===== src/rtl/mac_norm_round_pipe.sv =====
// mac_norm_round_pipe
//   Two-stage normalise/round/pack stage between the MAC accumulator and the
//   output buffer. Stage 1 finds the leading one of the accumulator magnitude,
//   normalises it and computes the unbounded exponent. Stage 2 handles zero,
//   subnormal shift, flush-to-zero, optional rounding and overflow saturation,
//   then registers the packed {sign, exp, man} result.
//
// Build option:
//   MAC_NORM_RNE_EN  defined   -> round-to-nearest-even (normal and subnormal)
//                    undefined -> truncation toward zero (no carry path)
//
// Ports:
//   clk, rst_n           clock, synchronous active-low reset
//   in_valid/in_ready    input beat handshake
//   in_sum, in_sign      unsigned accumulator magnitude and result sign
//   in_exp               signed biased exponent for a leading one at SUM_W-1
//   q_frac               static fractional shift subtracted from the exponent
//   out_valid/out_ready  packed result handshake
//   out_fp               {sign, exp[EXP_W], man[MAN_W]}
//   clr_flags            clears the sticky flags (a same-cycle set wins)
//   flag_ovf/unf/inx     sticky saturation / flush-to-zero / inexact flags
//
// Handshake: a beat moves across an interface on a rising clk edge where
// valid & ready are both high. The producer holds valid and data stable until
// that edge; ready may depend combinationally on downstream ready.
module mac_norm_round_pipe #(
  parameter int EXP_W = 5,
  parameter int MAN_W = 10,
  parameter int SUM_W = 16,
  parameter int EIN_W = 8,
  parameter int Q_W   = 5
) (
  input  logic                   clk,
  input  logic                   rst_n,
  input  logic                   in_valid,
  output logic                   in_ready,
  input  logic [SUM_W-1:0]       in_sum,
  input  logic                   in_sign,
  input  logic [EIN_W-1:0]       in_exp,
  input  logic [Q_W-1:0]         q_frac,
  output logic                   out_valid,
  input  logic                   out_ready,
  output logic [EXP_W+MAN_W:0]   out_fp,
  input  logic                   clr_flags,
  output logic                   flag_ovf,
  output logic                   flag_unf,
  output logic                   flag_inx
);

  localparam int EW   = EIN_W + 2;
  localparam int LZ_W = $clog2(SUM_W + 1);
  // Normalised value padded with MAN_W+2 zero LSBs: a subnormal shift of up
  // to MAN_W+1 only moves zeros out, so guard/sticky never miss a bit.
  localparam int WW   = SUM_W + MAN_W + 2;

  localparam logic signed [EW-1:0] E_ZERO  = '0;
  localparam logic signed [EW-1:0] E_ONE   = EW'(1);
  localparam logic signed [EW-1:0] E_SAT   = EW'((1 << EXP_W) - 1);
  localparam logic        [EW-1:0] SH_MAX  = EW'(MAN_W + 1);
  localparam logic     [EXP_W-1:0] EXP_MAX = EXP_W'((1 << EXP_W) - 2);

  // ---------------- pipeline control ----------------
  logic s1_valid;
  logic s1_adv, s2_adv;

  assign s2_adv   = !out_valid || out_ready;
  assign s1_adv   = !s1_valid || s2_adv;
  assign in_ready = s1_adv;

  // ---------------- stage 1: leading-zero count ----------------
  logic [LZ_W-1:0]        lzc;
  logic signed [EW-1:0]   e_calc;

  always_comb begin
    lzc = LZ_W'(SUM_W);
    for (int i = 0; i < SUM_W; i++) begin
      if (in_sum[i]) lzc = LZ_W'(SUM_W - 1 - i);
    end
  end

  assign e_calc = EW'($signed(in_exp)) - EW'(lzc) - EW'(q_frac);

  logic [SUM_W-1:0]     s1_norm;
  logic                 s1_sign, s1_zero;
  logic signed [EW-1:0] s1_e;

  always_ff @(posedge clk) begin
    if (!rst_n) begin
      s1_valid <= 1'b0;
      s1_norm  <= '0;
      s1_sign  <= 1'b0;
      s1_zero  <= 1'b0;
      s1_e     <= '0;
    end else if (s1_adv) begin
      s1_valid <= in_valid;
      if (in_valid) begin
        s1_norm <= in_sum << lzc;
        s1_sign <= in_sign;
        s1_zero <= (in_sum == '0);
        s1_e    <= e_calc;
      end
    end
  end

  // ---------------- stage 2: shift, round, saturate, pack ----------------
  logic [WW-1:0]        wide;
  logic [EW-1:0]        sh_amt;
  logic                 normal, flush, guard, sticky, sat;
  logic [MAN_W-1:0]     man;
  logic [MAN_W:0]       man_r;
  logic signed [EW-1:0] exp_base, exp_r;
  logic [EXP_W+MAN_W:0] fp_d;
  logic                 ovf_d, unf_d, inx_d;

  always_comb begin
    wide   = {s1_norm, {(MAN_W + 2){1'b0}}};
    normal = (s1_e > E_ZERO);
    sh_amt = E_ONE - s1_e;
    flush  = 1'b0;
    if (!normal) begin
      if (sh_amt > SH_MAX) flush = 1'b1;
      else                 wide  = wide >> sh_amt;
    end
    man      = wide[WW-2 -: MAN_W];
    guard    = wide[WW-2-MAN_W];
    sticky   = |wide[WW-3-MAN_W:0];
    exp_base = normal ? s1_e : E_ZERO;
`ifdef MAC_NORM_RNE_EN
    // Round up on guard when above half-way, or at a tie with odd LSB. A
    // mantissa carry bumps the exponent (subnormal 0x3FF+1 becomes exp=1).
    man_r = {1'b0, man} + {{MAN_W{1'b0}}, guard & (sticky | man[0])};
    exp_r = exp_base + {{(EW-1){1'b0}}, man_r[MAN_W]};
`else
    man_r = {1'b0, man};
    exp_r = exp_base;
`endif
    sat = normal && (exp_r >= E_SAT);

    fp_d  = {s1_sign, {(EXP_W + MAN_W){1'b0}}};
    ovf_d = 1'b0;
    unf_d = 1'b0;
    inx_d = 1'b0;
    if (s1_zero) begin
      fp_d = {s1_sign, {(EXP_W + MAN_W){1'b0}}};
    end else if (flush) begin
      unf_d = 1'b1;
      inx_d = 1'b1;
    end else if (sat) begin
      fp_d  = {s1_sign, EXP_MAX, {MAN_W{1'b1}}};
      ovf_d = 1'b1;
      inx_d = 1'b1;
    end else begin
      fp_d  = {s1_sign, exp_r[EXP_W-1:0], man_r[MAN_W-1:0]};
      inx_d = guard | sticky;
      // A nonzero input that rounds/truncates to zero is an underflow too.
      unf_d = (exp_r == E_ZERO) && (man_r[MAN_W-1:0] == '0);
    end
  end

  logic unused_bits;
  assign unused_bits = ^{wide[WW-1], exp_r[EW-1:EXP_W], man_r[MAN_W]};

  logic beat_ovf, beat_unf, beat_inx;

  always_ff @(posedge clk) begin
    if (!rst_n) begin
      out_valid <= 1'b0;
      out_fp    <= '0;
      beat_ovf  <= 1'b0;
      beat_unf  <= 1'b0;
      beat_inx  <= 1'b0;
    end else if (s2_adv) begin
      out_valid <= s1_valid;
      if (s1_valid) begin
        out_fp   <= fp_d;
        beat_ovf <= ovf_d;
        beat_unf <= unf_d;
        beat_inx <= inx_d;
      end
    end
  end

  // ---------------- sticky flags ----------------
  // Status of a beat is committed only when the beat is taken downstream;
  // clearing first and OR-ing afterwards lets a same-cycle set win.
  logic out_fire;
  assign out_fire = out_valid && out_ready;

  always_ff @(posedge clk) begin
    if (!rst_n) begin
      flag_ovf <= 1'b0;
      flag_unf <= 1'b0;
      flag_inx <= 1'b0;
    end else begin
      flag_ovf <= (flag_ovf && !clr_flags) || (out_fire && beat_ovf);
      flag_unf <= (flag_unf && !clr_flags) || (out_fire && beat_unf);
      flag_inx <= (flag_inx && !clr_flags) || (out_fire && beat_inx);
    end
  end

endmodule


===== config.mk =====
export PLATFORM = sky130hd
export DESIGN_NAME = mac_norm_round_pipe
export DESIGN_NICKNAME = d
export VERILOG_FILES = /design/src/rtl/mac_norm_round_pipe.sv
export SDC_FILE = /design/constraint.sdc
export NUM_CORES = 1
export LEC_CHECK = 0
export ABC_AREA = 1
export BUFFER_PORTS_ARGS = -buffer_cell sky130_fd_sc_hd__buf_4
export CORE_MARGIN = 2
export CORE_UTILIZATION = 40
export CTS_CLUSTER_SIZE = 25
export DETAILED_ROUTE_END_ITERATION = 7
export GPL_ROUTABILITY_DRIVEN = 1
export GPL_TIMING_DRIVEN = 0
export PLACE_DENSITY = 0.65
export SYNTH_ARGS = -nofsm -noshare
export SYNTH_HDL_FRONTEND = slang
export SYNTH_SLANG_ARGS = --single-unit

===== constraint.sdc =====
create_clock -name clk -period 6.15 [get_ports clk]
set_input_delay 0.9225 -clock clk [delete_from_list [all_inputs] [get_ports clk]]
set_output_delay 0.9225 -clock clk [all_outputs]
set_load 0.1 [all_outputs]

==> out/qor.csv <==
metric,value,unit
rr_endpoint,beat_unf,
synthesis.nets,790,
timing_worst_slew_pin_value,0.582,ns
clock_path_buffers,2,
rr_worst_depth,16,
critical_path.max_fanout,10,
area_fraction_of_the_dominant_cell_type_after_synthesis,0.241,
setup_viol,0,
slowest_stage_delay_cp,0.50,ns
cts_setup_buffers,0,
post-route-period-util,0.662,
cap_violations,0,
final_cell_mix,"sky130_fd_sc_hd__nand2_1 (248), sky130_fd_sc_hd__nand3_1 (107), sky130_fd_sc_hd__inv_1 (69)",
grt_pass1_wl,22800,um
grt_max_degree,20,
port_buffers,55,
finalNetCount,852,
worstSetupPathType,in2reg,
setup_tns,0,ns
rows,37,
fp.dieArea,11700,sq um
antenna_violating_nets_left,0,
post_cts.resized_instances,0,
n_antenna_cell,0,
timing.critical_path.from,in_sum[1],
slew_headroom,0.612,
global_route.usage.total,0.244,
detail_route.iter0.violations,226,
maxClockFrequency,246,MHz
worst_skew_pair.late_latency,0.32,ns
grt_pass1_vias,4791,
dp_hpwl,11500,um
synth.top_cells.by_area,"sky130_fd_sc_hd__dfxtp_1 (24%), sky130_fd_sc_hd__nand2_1 (22%), sky130_fd_sc_hd__nand3_1 (12%)",
post_route_cells_drive_above_1_share,0.111,
total_core_area,10400,sq um
clk_pin_slew,0.12,ns
timing.critical_path.slowest_stage_cell,sky130_fd_sc_hd__fa_1,
netlist_area,4330,sq um
hold_path.class,reg2reg,
run_status,completed,
ys_ff_latch,52,
timing_hold_violations_final,0,
tritoncts,done,
peakVddDrop,105,uV
pre_cts_slack,1.70,ns
fin_worst_skew,0.0200,ns
residual_drc_count,0,
syn_to_final_growth,15.7,%
place_congestion,0.931,
leakagePower,2.42,nW
route.vias.total,5021,
timing.critical_path.from_type,input pin,
power.density_cell_area,216,nW/um^2
netlist.top_cell.by_area,sky130_fd_sc_hd__dfxtp_1,
critical_path.reg2reg.startpoint,s1_e[1],
worstPathBufferInverterCount,6,
synth_warnings,0,
critical_path.cell_chain,"buf_4, nor2_1, inv_1, nor3_1, inv_1, nand2_1, a21oi_1, inv_1, buf_1, fa_1, ha_1, a21oi_1, o21a_1, o21ai_0, a211oi_1, inv_1, a21oi_1, o21ai_0, a21oi_1",
worst_setup_path_endpoint,s1_e[7],
clock-sinks,52,
setup.reg_to_reg.worst_slack,2.24,ns
crit_required,6.42,ns
drt_first_pass_iters,5,
cts.hold.buffers_added,0,
io_pins,56,
placedCellCount,932,
rsz0062_at_grt,false,
gr-total-overflow,0,
ys_seq_area_frac,0.241,
initial_util,0.415,
cts-root-buf,sky130_fd_sc_hd__clkbuf_8,
postLayoutSetupSlackWorst,2.08,ns
critPathArrivalTime,4.34,ns
die_h,108,um
netlist-cell-type-count,37,
post-route-min-period,4.07,ns
critical_path_depth,19,
cpLargestDelayFamily,compound AO/OA/AOI/OAI gates,
cts-buffers-inserted,5,
totalWireLength,13600,um
slew_viol_final,0,
synthCells,741,
dieWidth,108,um
initial_antenna_violation_count,0,
mostFrequentLayoutCell,sky130_fd_sc_hd__nand2_1,
worst_setup_end_kind,flip-flop,
finalNonFillerCells,940,
htreeDepth,2,
wire_per_inst,14.5,um
synth.avg_cell_area,5.84,sq um
layout.filler_cells,1170,
avgViaCountPerCell,5.34,
-- Yosys cell counts --
cell and count:
sky130_fd_sc_hd__nand2_1 248, sky130_fd_sc_hd__fa_1 5, sky130_fd_sc_hd__dfxtp_1 52, sky130_fd_sc_hd__nor2_2 5, sky130_fd_sc_hd__nor2_1 49, sky130_fd_sc_hd__inv_2 1, sky130_fd_sc_hd__xor2_1 5, sky130_fd_sc_hd__o21bai_1 2
sky130_fd_sc_hd__nand4_4 1, sky130_fd_sc_hd__ha_1 9, sky130_fd_sc_hd__clkinv_1 2, sky130_fd_sc_hd__o21a_1 1, sky130_fd_sc_hd__buf_1 3, sky130_fd_sc_hd__buf_2 6, sky130_fd_sc_hd__a21oi_2 1, sky130_fd_sc_hd__xnor2_1 2
sky130_fd_sc_hd__nor4_1 2, sky130_fd_sc_hd__a21oi_1 58, sky130_fd_sc_hd__o211ai_1 2, sky130_fd_sc_hd__o221ai_1 1, sky130_fd_sc_hd__a211oi_1 2, sky130_fd_sc_hd__buf_4 3, sky130_fd_sc_hd__buf_6 1, sky130_fd_sc_hd__or2_2 1
sky130_fd_sc_hd__clkbuf_1 21, sky130_fd_sc_hd__nand4_1 38, sky130_fd_sc_hd__o21ai_1 1, sky130_fd_sc_hd__nand2_2 3, sky130_fd_sc_hd__o21ai_0 27, sky130_fd_sc_hd__inv_1 69, sky130_fd_sc_hd__a31oi_1 3, sky130_fd_sc_hd__nor3_1 3
sky130_fd_sc_hd__nor3_4 1, sky130_fd_sc_hd__nand3_1 107, sky130_fd_sc_hd__nor2_4 3, sky130_fd_sc_hd__a211o_1 1, sky130_fd_sc_hd__a21boi_0 2
-- state kept, by name, summed over array words and instances (netlist names) --
| name | flops |
|---|---|
| s1_e | 10 |
| out_valid | 1 |
| beat_inx | 1 |
| beat_unf | 1 |
| flag_inx | 1 |
| flag_unf | 1 |
| out_fp | 16 |
| s1_norm | 16 |
| s1_sign | 1 |
| s1_valid | 1 |
| s1_zero | 1 |
| flag_ovf | 1 |
| beat_ovf | 1 |
-- metrics by stage --
stage / power, mW / hold WS [ns] / cell area [sq um] / utilization
floorplan: 0.742 / 0.444 / 4330 / -
global placement: 0.867 / 0.455 / 4910 / 0.471
detailed placement: 0.872 / 0.459 / 4910 / 0.471
CTS: 1.09 / 0.476 / 5010 / 0.481
global route: 1.16 / 0.496 / 5010 / 0.481
finish: 1.08 / 0.473 / 5010 / 0.481
-- how the worst min path moves through the flow --
| stage | from | end | slack, ns | cells after the start |
|---|---|---|---|---|
| 4_1_cts | out_fp[0] | out_fp[0] | 0.48 | 2 |
| 3_3_place_gp | flag_ovf | flag_ovf | 0.45 | 2 |
| 3_5_place_dp | out_fp[0] | out_fp[0] | 0.46 | 2 |
| 2_1_floorplan | beat_inx | flag_inx | 0.44 | 2 |
| 5_1_grt | beat_ovf | beat_ovf | 0.50 | 2 |
| 6_report | out_fp[2] | out_fp[2] | 0.47 | 2 |
-- report_power, final --
part	switching, mW	internal (mW)	total (mW)	leakage (nW)
logic	0.332	0.146	0.478	1.94
clock network	0.129	0.0862	0.215	0.0511
registers	0.0268	0.362	0.389	0.427
total	0.487	0.595	1.08	2.42
-- cell families (layout without fill, tap and decap cells) --
family	after synthesis	after routing	share of synthesized area
AO/OA/AOI/OAI	101	101	0.126
XOR/XNOR	7	7	0.0142
adder cells (fa/ha/maj)	14	14	0.0492
buffers and inverters	106	169	0.0981
flip-flops	52	52	0.241
AND/OR/NAND/NOR	461	461	0.472
-- routing by layer --
| metal | share of wire | wire length [um] | global-route usage |
|---|---|---|---|
| met5 | 0 | 0 | 0 |
| met4 | 0.032 | 430 | 0.0907 |
| met3 | 0.033 | 452 | 0.0217 |
| met2 | 0.46 | 6310 | 0.407 |
| met1 | 0.47 | 6420 | 0.329 |
-- layout make-up --
type                    instances  area, sq um  share of cell area
plain buffers                  34          154              0.0307
clock buffers                   5         68.8              0.0137
clock inverters                 3         28.8             0.00575
inverters                      72          270              0.0540
multi-input cells             583         2860               0.571
flip-flops and latches         52         1040               0.208
well taps                     136          170              0.0340
repair buffers                 55          413              0.0825
-- worst reg2reg max path, delay by kind of cell (launching register included) --
family	cells	cell delay (ns)
flip-flops	1	0.32
AO/OA/AOI/OAI	2	0.37
AND/OR/NAND/NOR	6	0.62
adder cells (fa/ha/maj)	1	0.33
buffers and inverters	7	2.24
(Power assumes the default switching activity.)
